### config.mk
export PLATFORM = sky130hd
export DESIGN_NAME = wb_arbiter
export DESIGN_NICKNAME = d
export VERILOG_FILES = /design/src/rtl/wb_arbiter.sv
export SDC_FILE = /design/constraint.sdc
export NUM_CORES = 1
export LEC_CHECK = 0
export CAP_MARGIN = 20
export CORE_AREA = 2 2 122 124
export CTS_CLUSTER_DIAMETER = 120
export CTS_CLUSTER_SIZE = 8
export DETAILED_ROUTE_END_ITERATION = 16
export DIE_AREA = 0 0 124 126
export PLACE_DENSITY_LB_ADDON = 0.08
export SYNTH_ARGS = -nofsm -noshare
export SYNTH_HDL_FRONTEND = slang
export SYNTH_SLANG_ARGS = --single-unit
export TNS_END_PERCENT = 20
### constraint.sdc
create_clock -name clk -period 6.83 [get_ports clk]
set_input_delay 1.366 -clock clk [delete_from_list [all_inputs] [get_ports clk]]
set_output_delay 1.366 -clock clk [all_outputs]
set_load 0.01 [all_outputs]
### src/rtl/wb_arbiter.sv
// rtl/wb_arbiter.sv - two-master round-robin Wishbone arbiter with ACK watchdog
module wb_arbiter #(
   parameter int XLEN    = 32,
   parameter int TIMEOUT = 255
) (
   input  logic              clk,
   input  logic              rst,
   input  logic [XLEN-1:0]   i_m0_adr,
   input  logic [XLEN-1:0]   i_m0_dat_w,
   input  logic [XLEN/8-1:0] i_m0_sel,
   input  logic              i_m0_we,
   input  logic              i_m0_stb,
   input  logic              i_m0_cyc,
   output logic [XLEN-1:0]   o_m0_dat_r,
   output logic              o_m0_ack,
   input  logic [XLEN-1:0]   i_m1_adr,
   input  logic [XLEN-1:0]   i_m1_dat_w,
   input  logic [XLEN/8-1:0] i_m1_sel,
   input  logic              i_m1_we,
   input  logic              i_m1_stb,
   input  logic              i_m1_cyc,
   output logic [XLEN-1:0]   o_m1_dat_r,
   output logic              o_m1_ack,
   output logic [XLEN-1:0]   o_s_adr,
   output logic [XLEN-1:0]   o_s_dat_w,
   output logic [XLEN/8-1:0] o_s_sel,
   output logic              o_s_we,
   output logic              o_s_stb,
   output logic              o_s_cyc,
   input  logic [XLEN-1:0]   i_s_dat_r,
   input  logic              i_s_ack,
   output logic [1:0]        grant,
   output logic              bus_fault
);

   localparam int WDW = (TIMEOUT < 1) ? 1 : $clog2(TIMEOUT + 1);
   localparam logic [WDW-1:0] WD_MAX = WDW'(TIMEOUT);

   typedef enum logic [1:0] {IDLE, GNT0, GNT1} state_t;

   state_t         r_state;
   logic           r_last;
   logic [WDW-1:0] r_wd;
   logic           r_fault;
   logic [1:0]     r_grant;

   logic              w_granted;
   logic              w_sel_m1;
   logic [XLEN-1:0]   w_m_adr;
   logic [XLEN-1:0]   w_m_dat_w;
   logic [XLEN/8-1:0] w_m_sel;
   logic              w_m_we;
   logic              w_m_stb;
   logic              w_m_cyc;
   logic              w_timeout;
   logic              w_ack;
   logic [XLEN-1:0]   w_dat_r;

   assign w_granted = (r_state != IDLE);
   assign w_sel_m1  = (r_state == GNT1);
   assign w_m_adr   = w_sel_m1 ? i_m1_adr   : i_m0_adr;
   assign w_m_dat_w = w_sel_m1 ? i_m1_dat_w : i_m0_dat_w;
   assign w_m_sel   = w_sel_m1 ? i_m1_sel   : i_m0_sel;
   assign w_m_we    = w_sel_m1 ? i_m1_we    : i_m0_we;
   assign w_m_stb   = w_sel_m1 ? i_m1_stb   : i_m0_stb;
   assign w_m_cyc   = w_sel_m1 ? i_m1_cyc   : i_m0_cyc;

   // A real ACK in the final watchdog cycle beats the synthetic one.
   assign w_timeout = w_granted && w_m_stb && !i_s_ack && (r_wd == WD_MAX);
   assign w_ack     = i_s_ack || w_timeout;
   assign w_dat_r   = w_timeout ? '0 : i_s_dat_r;

   always_comb begin
      o_s_adr    = '0;
      o_s_dat_w  = '0;
      o_s_sel    = '0;
      o_s_we     = 1'b0;
      o_s_stb    = 1'b0;
      o_s_cyc    = 1'b0;
      o_m0_ack   = 1'b0;
      o_m0_dat_r = '0;
      o_m1_ack   = 1'b0;
      o_m1_dat_r = '0;
      if (w_granted) begin
         o_s_adr   = w_m_adr;
         o_s_dat_w = w_m_dat_w;
         o_s_sel   = w_m_sel;
         o_s_we    = w_m_we;
         o_s_stb   = w_m_stb && !w_timeout;
         o_s_cyc   = w_m_cyc && !w_timeout;
         if (w_sel_m1) begin
            o_m1_ack   = w_ack;
            o_m1_dat_r = w_dat_r;
         end else begin
            o_m0_ack   = w_ack;
            o_m0_dat_r = w_dat_r;
         end
      end
   end

   always_ff @(posedge clk) begin
      if (rst) begin
         r_state <= IDLE;
         r_last  <= 1'b1;
         r_wd    <= '0;
         r_fault <= 1'b0;
         r_grant <= 2'b00;
      end else begin
         case (r_state)
            IDLE: begin
               r_wd <= '0;
               // On a tie, the master that was not served last wins.
               if (i_m0_cyc && (!i_m1_cyc || r_last)) begin
                  r_state <= GNT0;
                  r_last  <= 1'b0;
                  r_grant <= 2'b01;
               end else if (i_m1_cyc) begin
                  r_state <= GNT1;
                  r_last  <= 1'b1;
                  r_grant <= 2'b10;
               end
            end
            GNT0, GNT1: begin
               if (!w_m_cyc || w_timeout) begin
                  r_state <= IDLE;
                  r_grant <= 2'b00;
                  r_wd    <= '0;
                  if (w_timeout) r_fault <= 1'b1;
               end else if (w_m_stb && !i_s_ack) begin
                  r_wd <= r_wd + WDW'(1);
               end else begin
                  r_wd <= '0;
               end
            end
            default: begin
               r_state <= IDLE;
               r_grant <= 2'b00;
               r_wd    <= '0;
            end
         endcase
      end
   end

   assign grant     = r_grant;
   assign bus_fault = r_fault;

endmodule
### After elaboration in Yosys (flattened, before gate mapping)

Cells that the tools add are included.

| word-level totals | value |
|---|---|
| register bits after elaboration | 12 |
| input port bits | 177 |
| output and inout bits | 140 |
| word-level logic and storage cells | 61 |

| operators by class | value |
|---|---|
| add/subtract/negate cells | 1 |
| equal/unequal tests | 5 |
| muxes and demuxes | 27 |
| bitwise gates (word level) | 2 |
| reduce and logical (&&, ||, !) cells | 22 |

Operator list:

| cell | number |
|---|---|
| $mux W32 | 9 |
| $mux W1 | 12 |
| $add A8 B1 Y8 const B | 1 |
| $eq A8 B8 Y1 const B | 1 |
| $mux W4 | 2 |
| $logic_and A1 B1 Y1 | 7 |
| $mux W2 | 3 |
| $logic_not A1 Y1 | 4 |
| $pmux W2 S2 | 1 |
| $reduce_and A2 Y1 | 2 |
| $reduce_bool A2 Y1 | 2 |
| $reduce_or A4 Y1 | 1 |
| $logic_or A1 B1 Y1 | 3 |
| $ne A3 B3 Y1 const B | 1 |
| $reduce_and A3 Y1 | 1 |
| $eq A2 B1 Y1 const B | 1 |
| $eq A2 B2 Y1 const B | 1 |
| $logic_not A2 Y1 | 1 |
| $ne A2 B2 Y1 const B | 1 |
| $not A1 Y1 | 2 |
| $reduce_or A2 Y1 | 1 |

### Longest topological paths before layout

Gate-level depths: netlist (run 1).

| logic depth | value |
|---|---|
| word-level depth | 8 |
| mapped depth | 8 |
| gate-level depth less buffers | 6 |

### Worst setup path before layout (run 1)

Ideal clock, no wire load.

| timing | value |
|---|---|
| kind | input port to output port |
| start point | in i_m1_stb |
| end point | out o_m1_dat_r[10] |
| arrival time | 2525 ps |
| data required time | 5464 ps |
| path slack | 2939 ps |
| stages on the path | 5 |
| path buffers | 1 |
| cell sequence | mux2i_1 -> nor4_4 -> nor3b_1 -> clkbuf_1 -> and2_1 |

| between the ends | value |
|---|---|
| word-level cells in the longest chain between the ends | 7 |

Ends and longest elaborated chain:

| item | RTL line | source |
|---|---|---|
| from (decl) | 20 | `input logic i_m1_stb,` |
| $mux W1 | 65 | `assign w_m_stb = w_sel_m1 ? i_m1_stb : i_m0_stb;` |
| $logic_and A1 B1 Y1 (3 in a row) | 69 | `assign w_timeout = w_granted && w_m_stb && !i_s_ack && (r_wd == WD_MAX);` |
| $mux W32 | 71 | `assign w_dat_r = w_timeout ? '0 : i_s_dat_r;` |
| $mux W32 | 91 | `if (w_sel_m1) begin` |
| $mux W32 | 84 | `if (w_granted) begin` |
| to (decl) | 22 | `output logic [XLEN-1:0] o_m1_dat_r,` |

No other way between the ends.

### Worst setup path in the final report (run 1)

| timing | value |
|---|---|
| start point | in i_m0_stb |
| end point | out o_m1_dat_r[10] |

| between the ends | value |
|---|---|
| word-level cells in the longest chain between the ends | 7 |

Ends and longest elaborated chain:

| item | RTL line | source |
|---|---|---|
| from (decl) | 12 | `input logic i_m0_stb,` |
| $mux W1 | 65 |  |
| $logic_and A1 B1 Y1 (3 in a row) | 69 |  |
| $mux W32 | 71 |  |
| $mux W32 | 91 |  |
| $mux W32 | 84 |  |

No other way between the ends.

==> results.cfg, run 1 <==
[detailed_routing]
drc = 0
route.antenna.remaining_nets = 0
firstDrtPassIters = 4
initialDrtViolationCount = 49
post_route_wl_um = 13300
vias_per_instance = 3.97
average_wire_per_standard_cell_um = 17.0
routed-via-count = 3111

[worst_setup_path]
crit_path_max_fanout = 32
depth_of_the_worst_register_to_register_path = 6
r2r_start = grant[0]$_SDFFE_PP0P_
cp_data_arrival_time_ns = 3.58
worst_path_class_setup = primary input to output port
crit_start = i_m0_stb
worst_reg2reg_setup_slack_ns = 4.57
cp.required_ns = 5.46
r2r_end = grant[0]$_SDFFE_PP0P_
critPathLaunchType = primary input
worst_setup_path_end_kind = output port

[grt]
grt_max_degree = 80
wire_length_of_the_first_global_routing_pass_um = 18900
grt_antenna_before_repair = 0
grt.total_usage_pct = 15.9
globalRoute.totalOverflow = 0
grt_pass1_vias = 3264

[sta]
fmax_ghz = 0.202
min_period_ns = 4.95
final_hold_viols = 0
layout_worst_path_cycle_share_pct = 72.4
tightestPinTransition_ns = 0.844
grt_setup_unrepaired = false
final-setup-viol-count = 0
final.setup.tns_ns = 0
clock-skew-final_ns = 0.00153
timing.max_slew.rel_slack_pct = 43.7
timing_max_transition_violations_final = 0

[die]
chipWidth_um = 124
die_height_um = 126
io_pins = 317
effective_utilization_at_floorplan_pct = 14.4
coreArea_um2 = 14300
floorplan.rows = 44
die_area_um2 = 15600

[placement]
dpl-instance-area_um2 = 5420
port_buffers = 316
dp_hpwl_um = 11400
gp_routability_congestion = 0.853
post-place-cells = 779

[finish]
mostFrequentLayoutCell = sky130_fd_sc_hd__clkdlybuf4s50_1
fillers = 1476
areaGrowthSynthToFinish_pct = 166
total_area_of_sequential_cells_um2 = 240
insertedDiodeCount = 0
finalInstanceArea_um2 = 5510
final_layout_size_suffix_gt1_share_pct = 2.34
layout.nets = 780
multi_input_comb_area_um2 = 1740
final_cells = 783
layout.cells.most_common_list = sky130_fd_sc_hd__clkdlybuf4s50_1, sky130_fd_sc_hd__nor2_1, sky130_fd_sc_hd__mux2i_1, sky130_fd_sc_hd__and2_1, sky130_fd_sc_hd__dfxtp_1

[clock_network]
clk_pin_slew_worst_paths_ns = 0.04
cts_root_buffer = sky130_fd_sc_hd__clkbuf_16
cts_repair_resize_count = 0
cts_made_buffers = 3
latest_clock_arrival_within_the_worst_skew_pair_ns = 0.24
cts_tree = done
post_cts.repair.setup_buffers = 0
clock_sinks = 12
clock_tree.htree_level_count = 1
ctsHoldBuffers = 0
cts_buffer_depth = 2

[power_and_ir_drop]
netSwitchingFraction_pct = 37.1
power_density_nw_per_um2 = 160
p_leak_nw = 1.93
power_report.internal_total_uw = 554
portion_of_total_power_attributed_to_the_clock_network_pct = 13.3
netSwitchingPower_uw = 327
seqPwrFrac_pct = 8.8
comb_power_share_pct = 77.9
vdd_drop_max_mv = 0.0775

[synth]
synth.area.top_cells = sky130_fd_sc_hd__mux2i_1, sky130_fd_sc_hd__and2_1, sky130_fd_sc_hd__nor2_1
synthesis.instances = 299
yosysTopAreaCell = sky130_fd_sc_hd__mux2i_1
synth_cell_type_count = 27
synth.yosys.warnings = 0
total_of_flip_flops_plus_latches_after_synthesis = 12
synth_largest_type_area_fraction_pct = 34.4
syn_area_per_cell_um2 = 6.92
synth.cell_area_um2 = 2070
postSynthNetCount = 479
ys_seq_area_share_pct = 11.6

[min_path]
min_from = r_wd[0]$_SDFF_PP0_
min_path_type = flop to flop
timing.hold.worst_endpoint = r_wd[0]$_SDFF_PP0_
hold_path_depth = 1

[run_status]
run_status = finished, final reports clean

[run]
cap_viol_max_count = 0
[Yosys cell counts]
master                      count
sky130_fd_sc_hd__o31ai_1        1
sky130_fd_sc_hd__buf_1          1
sky130_fd_sc_hd__or3_1          3
sky130_fd_sc_hd__a21oi_1        3
sky130_fd_sc_hd__nor3b_1        2
sky130_fd_sc_hd__nor4_4         1
sky130_fd_sc_hd__nand4b_1       1
sky130_fd_sc_hd__a2bb2oi_1      1
sky130_fd_sc_hd__buf_2          6
sky130_fd_sc_hd__o21ai_0        1
sky130_fd_sc_hd__nand2b_1       4
sky130_fd_sc_hd__nand3_1        2
sky130_fd_sc_hd__xor2_1         2
sky130_fd_sc_hd__o32ai_1        1
sky130_fd_sc_hd__mux2i_1       71
sky130_fd_sc_hd__nand4_1        1
sky130_fd_sc_hd__xnor2_1        4
sky130_fd_sc_hd__nor2_1        83
sky130_fd_sc_hd__nand2_1        3
sky130_fd_sc_hd__inv_1          5
sky130_fd_sc_hd__or2_2          1
sky130_fd_sc_hd__clkbuf_1      17
sky130_fd_sc_hd__a31oi_1        1
sky130_fd_sc_hd__nor3_1         5
sky130_fd_sc_hd__ha_1           3
sky130_fd_sc_hd__dfxtp_1       12
sky130_fd_sc_hd__and2_1        64
[metrics by stage]
stage	power, mW	worst slack, ns	hold WS, ns	utilization, %
finish	0.881	1.88	0.449	38.5
detailed placement	0.776	1.87	0.448	37.9
global route	0.943	1.73	0.474	38.5
floorplan	0.364	2.94	0.418	-
global placement	0.777	1.87	0.430	37.9
CTS	0.899	1.86	0.455	38.5
[final cells by class]
type	instances	share of cell area (%)
Timing Repair Buffer	320	58.0
Multi-Input combinational cell	258	31.5
Inverter	5	0.341
Clock buffer	4	1.61
Tap cell	184	4.18
Sequential cell	12	4.36
[power by group through the flow]
| stage | clock network (mW) | registers (mW) | logic [mW] |
|---|---|---|---|
| detailed placement | 0 | 0.0787 | 0.697 |
| global placement | 0 | 0.0787 | 0.698 |
| CTS | 0.120 | 0.0775 | 0.701 |
| finish | 0.117 | 0.0773 | 0.686 |
| global route | 0.126 | 0.0779 | 0.739 |
| floorplan | 0 | 0.0783 | 0.286 |
[state kept, by name, summed over array words and instances, names as in the netlist]
register,flops
grant,2
r_last,1
bus_fault,1
r_wd,8
[cell families after synthesis]
| logic type | synth area share (%) |
|---|---|
| and+or+nand+nor | 41.6 |
| muxes | 34.4 |
| buffers and inverters | 5.63 |
| DFF | 11.6 |
| AOI/OAI and AO/OA | 2.48 |
| xor gates and xnor gates | 2.54 |
| adders and majority gates | 1.82 |
[metal layers]
layer	GRT usage [%]	vias to the layer above	part of all wire [%]
li1	-	1582	-
met1	15.6	1354	34
met2	32.4	169	55
met3	5.34	6	10
met4	1.52	0	0.75
met5	0	-	0
[worst max-delay path by stage]
stage,endpoint,depth (start not counted),slack [ns]
finish,o_m1_dat_r[10],7,1.88
global route,o_m1_dat_r[6],7,1.73
CTS,o_m1_dat_r[21],7,1.86
detailed placement,o_m1_dat_r[21],7,1.87
global placement,o_m1_dat_r[21],7,1.87
floorplan,o_m1_dat_r[10],5,2.94
[worst max-delay path, stage by stage]
cell and delay [ns]:
sky130_fd_sc_hd__clkdlybuf4s50_1 0.47, sky130_fd_sc_hd__mux2i_1 0.14, sky130_fd_sc_hd__nor4_4 0.58, sky130_fd_sc_hd__nor3b_2 0.09
sky130_fd_sc_hd__buf_4 0.25, sky130_fd_sc_hd__and2_1 0.19, sky130_fd_sc_hd__clkdlybuf4s50_1 0.48
(Power assumes the default switching activity.)
==> inputs of run 2 (changes only) <==
- CORE_AREA: 2 2 122 124 -> 2 2 124 126
- DIE_AREA: 0 0 124 126 -> 0 0 126 128
- clock period: 6.83 -> 4.96 ns (I/O delays scaled with it)
==> run 2 against run 1 <==
Hold slack improved by 0.0060 ns. Combinational power rose by 37%. Clock skew fell by 0.00082 ns. Sequential cell count did not move.
==> results.cfg, run 2 (synthesized netlist as in run 1, its figures left out) <==
[worst_setup_path]
cp_data_arrival_time_ns = 3.06
critPathLaunchType = primary input
cp.required_ns = 3.97
cp_slowest_cell = sky130_fd_sc_hd__clkdlybuf4s50_1
critical-path-top-delay-family = buffers and inverters
crit_path_max_fanout = 32
timing.critical_path.cells = clkdlybuf4s50_1 > mux2i_1 > nor4_4 > nor3b_2 > buf_4 > and2_1 > clkdlybuf4s50_1
worst_setup_path_end_kind = output port
critPathMostFrequentCell = sky130_fd_sc_hd__clkdlybuf4s50_1
crit_path_max_incr_delay_ns = 0.55
worst_path_class_setup = primary input to output port
critical_path_buf_inv_count = 3

[die]
coreArea_um2 = 14900
effective_utilization_at_floorplan_pct = 13.9
floorplan.rows = 45
io_pins = 317
chipWidth_um = 126
die_area_um2 = 16100
die_height_um = 128

[run]
cap_viol_max_count = 0

[detailed_routing]
average_wire_per_standard_cell_um = 16.2
drc = 0
firstDrtPassIters = 6
route.antenna.remaining_nets = 0
post_route_wl_um = 12800
routed-via-count = 3160
initialDrtViolationCount = 122
vias_per_instance = 4.00

[grt]
grt.total_usage_pct = 14.5
globalRoute.totalOverflow = 0
grt_max_degree = 80
wire_length_of_the_first_global_routing_pass_um = 18400
grt_antenna_before_repair = 1
grt_pass1_vias = 3211

[finish]
layout.cells.most_common_list = sky130_fd_sc_hd__clkdlybuf4s50_1, sky130_fd_sc_hd__nor2_1, sky130_fd_sc_hd__mux2i_1, sky130_fd_sc_hd__and2_1, sky130_fd_sc_hd__dfxtp_1
largest_register = r_wd
final_layout_size_suffix_gt1_share_pct = 2.66
largest_register_ff_count = 8
layout.nets = 782
finalInstanceArea_um2 = 5530
mostFrequentLayoutCell = sky130_fd_sc_hd__clkdlybuf4s50_1
areaGrowthSynthToFinish_pct = 167

[run_status]
run_status = finished, final reports clean

[placement]
dp_hpwl_um = 10800
port_buffers = 316
dpl-instance-area_um2 = 5440
pre_cts_slack_ns = 0.893
gp_routability_congestion = 0.747

[sta]
fin_worst_hold_slack_ns = 0.455
layout_worst_path_cycle_share_pct = 81.7
fmax_ghz = 0.247
timing.max_slew.rel_slack_pct = 42.6
final_hold_viols = 0
tightestPinTransition_ns = 0.862
min_period_ns = 4.05
grt_setup_unrepaired = false
final.setup.tns_ns = 0
clock-skew-final_ns = 0.000702
final-setup-viol-count = 0
timing_max_transition_violations_final = 0
postLayoutSetupSlackWorst_ns = 0.906

[clock_network]
cts_root_buffer = sky130_fd_sc_hd__clkbuf_16
cts_buffer_depth = 2
clk_pin_slew_worst_paths_ns = 0.04
clock_tree.htree_level_count = 1
cts_made_buffers = 3
latest_clock_arrival_within_the_worst_skew_pair_ns = 0.24
post_cts.repair.setup_buffers = 0
cts_repair_resize_count = 0
cts_tree = done
ctsHoldBuffers = 0
clock_sinks = 12

[power_and_ir_drop]
power.total_mw = 1.21
vdd_drop_max_mv = 0.123
p_leak_nw = 1.94
power_density_nw_per_um2 = 219

[min_path]
min_path_type = flop to flop
run 2: changes by cell type in the layout (fill, tap and decap cells not counted):
cell                      change
sky130_fd_sc_hd__diode_2      +1
sky130_fd_sc_hd__buf_4        +2
run 2: final timing paths:
path	cells past startpoint	end	slack, ns	from
worst max-delay path	7	o_m1_dat_r[11]	0.91	i_m1_stb
worst min-delay path	1	r_wd[0]$_SDFF_PP0_	0.45	r_wd[0]$_SDFF_PP0_
worst max register to register	7	r_wd[6]$_SDFF_PP0_	2.73	grant[0]$_SDFFE_PP0P_
worst min register to register	1	r_wd[0]$_SDFF_PP0_	0.45	r_wd[0]$_SDFF_PP0_
run 2: through the flow:
stage / utilization [%] / std cells
finish: 37.2 / 790
CTS: 37.2 / 789
global placement: 36.6 / 785
global route: 37.2 / 790
detailed placement: 36.6 / 785
floorplan: - / 299
run 2: final cells by class:
type	count	area, um^2
clock buffers	4	88.8
multi-input cells	258	1740
fillers	1548	9330
diodes	1	2.50
inverters	5	18.8
flip-flops and latches	12	240
well taps	188	235
repair buffers	322	3210
run 2: worst reg2reg max path, delay by kind of cell, from the launching register on:
kind                     cells  cell delay (ns)
multiplexers                 1             0.20
adder cells (fa/ha/maj)      1             0.18
AND/OR/NAND/NOR              3             0.89
flip-flops                   1             0.33
buffers and inverters        2             0.57
run 2: where the power goes:
group / internal, mW / total (mW) / switching (mW)
clock: 0.122 / 0.163 / 0.0411
combinational: 0.539 / 0.943 / 0.404
sequential: 0.102 / 0.107 / 0.00497
total: 0.762 / 1.21 / 0.450
run 2: layer usage:
metal  track usage (%)  vias up  part of all wire (%)
met1              15.9     1396                    36
met4              3.43        0                   1.6
met3              3.96       12                   8.0
met2              27.5      161                    55
li1                  -     1591                     -
met5                 0        -                     0
==> inputs of run 3 (changes only) <==
- CORE_AREA: 2 2 124 126 -> 2 2 122 124
- DIE_AREA: 0 0 126 128 -> 0 0 124 126
- clock period: 4.96 -> 3.41 ns (I/O delays scaled with it)
==> run 3 against run 2 <==
Combinational power increased by 52%. Register-to-register slack got worse by 1.4 ns. Power increased by 50%. Critical endpoint unchanged. Critical path depth unchanged. Largest power group unchanged. Highest routed layer unchanged. Cell area increased by 1.6%. Sequential cell count unchanged. Clock power increased by 44%.
==> results.cfg, run 3 (synthesized netlist as in run 1, its figures left out) <==
[run_status]
run_status = finished, final reports clean

[sta]
final-setup-viol-count = 0
min_period_ns = 3.32
clock-skew-final_ns = 0.00283
timing.max_slew.rel_slack_pct = 74.8
fmax_ghz = 0.301
final_hold_viols = 0
timing_max_transition_violations_final = 0
layout_worst_path_cycle_share_pct = 97.4
tightestPinTransition_ns = 0.378
grt_setup_unrepaired = false

[clock_network]
latest_clock_arrival_within_the_worst_skew_pair_ns = 0.23
clk_pin_slew_worst_paths_ns = 0.04
cts_tree = done
clock_sinks = 12
post_cts.repair.setup_buffers = 0
cts_made_buffers = 3
cts_root_buffer = sky130_fd_sc_hd__clkbuf_16
clock_tree.htree_level_count = 1
cts_buffer_depth = 2

[finish]
final_core_utilization_pct = 39.2
final_layout_size_suffix_gt1_share_pct = 3.00
mostFrequentLayoutCell = sky130_fd_sc_hd__clkdlybuf4s50_1
finalInstanceArea_um2 = 5620
insertedDiodeCount = 0
largest_register_ff_count = 8
areaGrowthSynthToFinish_pct = 172
layout.nets = 782
largest_register = r_wd
layout.cells.most_common_list = sky130_fd_sc_hd__clkdlybuf4s50_1, sky130_fd_sc_hd__nor2_1, sky130_fd_sc_hd__mux2i_1, sky130_fd_sc_hd__and2_1, sky130_fd_sc_hd__dfxtp_1

[grt]
grt_pass1_vias = 3081
grt.total_usage_pct = 15.4
grt_antenna_before_repair = 0
grt_max_degree = 80
globalRoute.totalOverflow = 0
wire_length_of_the_first_global_routing_pass_um = 18200

[placement]
port_buffers = 316
dpl-instance-area_um2 = 5480
gp_routability_congestion = 0.837
dp_hpwl_um = 11200

[worst_setup_path]
worst_path_class_setup = primary input to output port
crit_path_max_fanout = 32
worst_setup_path_end_kind = output port
cp.required_ns = 2.73
critPathLaunchType = primary input
cp_data_arrival_time_ns = 2.64

[run]
cap_viol_max_count = 0

[detailed_routing]
routed-via-count = 3143
vias_per_instance = 4.00
average_wire_per_standard_cell_um = 17.2
firstDrtPassIters = 4
drc = 0
post_route_wl_um = 13500
initialDrtViolationCount = 48
route.antenna.remaining_nets = 0

[die]
die_height_um = 126
floorplan.rows = 44
die_area_um2 = 15600
effective_utilization_at_floorplan_pct = 14.4
coreArea_um2 = 14300
chipWidth_um = 124
io_pins = 317

[min_path]
min_path_type = flop to flop

[power_and_ir_drop]
comb_power_share_pct = 78.6
vdd_drop_max_mv = 0.209
power_density_nw_per_um2 = 324
power_report.internal_total_mw = 1.15
seqPwrFrac_pct = 8.6
netSwitchingFraction_pct = 37.1
p_leak_nw = 2.00
portion_of_total_power_attributed_to_the_clock_network_pct = 12.8
netSwitchingPower_uw = 676
## run 3: cell count changes in the layout (fill, tap and decap cells not counted), sizes merged
cell	change
clkbuf	+1
buf	-1
clkdlybuf4s50	-2
diode	-1
dlymetal6s2s	+2
## run 3: routing by layer
layer | global-route usage (%) | vias up | share of wire (%)
li1 | - | 1594 | -
met1 | 15.3 | 1388 | 34
met2 | 31.5 | 159 | 55
met3 | 5.30 | 2 | 11
met4 | 0.793 | 0 | 0.14
met5 | 0 | - | 0
## run 3: path summary, 6_finish.rpt
path                              start                  to  slack (ns)  cells past startpoint
setup / recovery               i_m0_stb      o_m1_dat_r[11]        0.09                      7
setup reg to reg  grant[0]$_SDFFE_PP0P_  r_wd[1]$_SDFF_PP0_        1.33                      7
hold / removal       r_wd[0]$_SDFF_PP0_  r_wd[0]$_SDFF_PP0_        0.45                      1
hold reg to reg      r_wd[0]$_SDFF_PP0_  r_wd[0]$_SDFF_PP0_        0.45                      1
## run 3: stage by stage
step,setup slack [ns],std cells,TNS (ns),power [mW],hold WS [ns]
3_3_place_gp,-0.0541,780,-0.744,1.59,0.430
5_1_grt,0.00758,785,0,1.93,0.464
2_1_floorplan,0.844,299,0,0.729,0.418
3_5_place_dp,-0.0348,780,-0.247,1.58,0.445
4_1_cts,0.0167,784,0,1.83,0.447
6_report,0.0884,785,0,1.82,0.447
## run 3: power by group through the flow
stage	sequential (mW)	clock [mW]	combinational (mW)
floorplan	0.157	0	0.573
global placement	0.158	0	1.43
detailed placement	0.158	0	1.42
CTS	0.156	0.237	1.43
global route	0.157	0.244	1.53
finish	0.157	0.234	1.43
## run 3: repair_timing
action	in CTS	in global routing
cloned	0	1
resized for setup	1	5
pin swaps	0	1
setup endpoints to repair	32	47
hold buffers	0	0
## run 3: area by class of cell
class / count / area [um^2]
Inverter: 5 / 18.8
Tap cell: 184 / 230
Clock buffer: 4 / 88.8
Fill cell: 1472 / 8700
Timing Repair Buffer: 322 / 3290
Sequential cell: 12 / 241
Multi-Input combinational cell: 258 / 1750
## run 3: critical path, stage by stage
cell and delay (ns):
sky130_fd_sc_hd__clkdlybuf4s50_1 0.44, sky130_fd_sc_hd__mux2i_4 0.22, sky130_fd_sc_hd__nor4_4 0.07, sky130_fd_sc_hd__nor3b_2 0.30, sky130_fd_sc_hd__buf_12 0.21, sky130_fd_sc_hd__and2_1 0.14, sky130_fd_sc_hd__clkdlybuf4s50_1 0.57
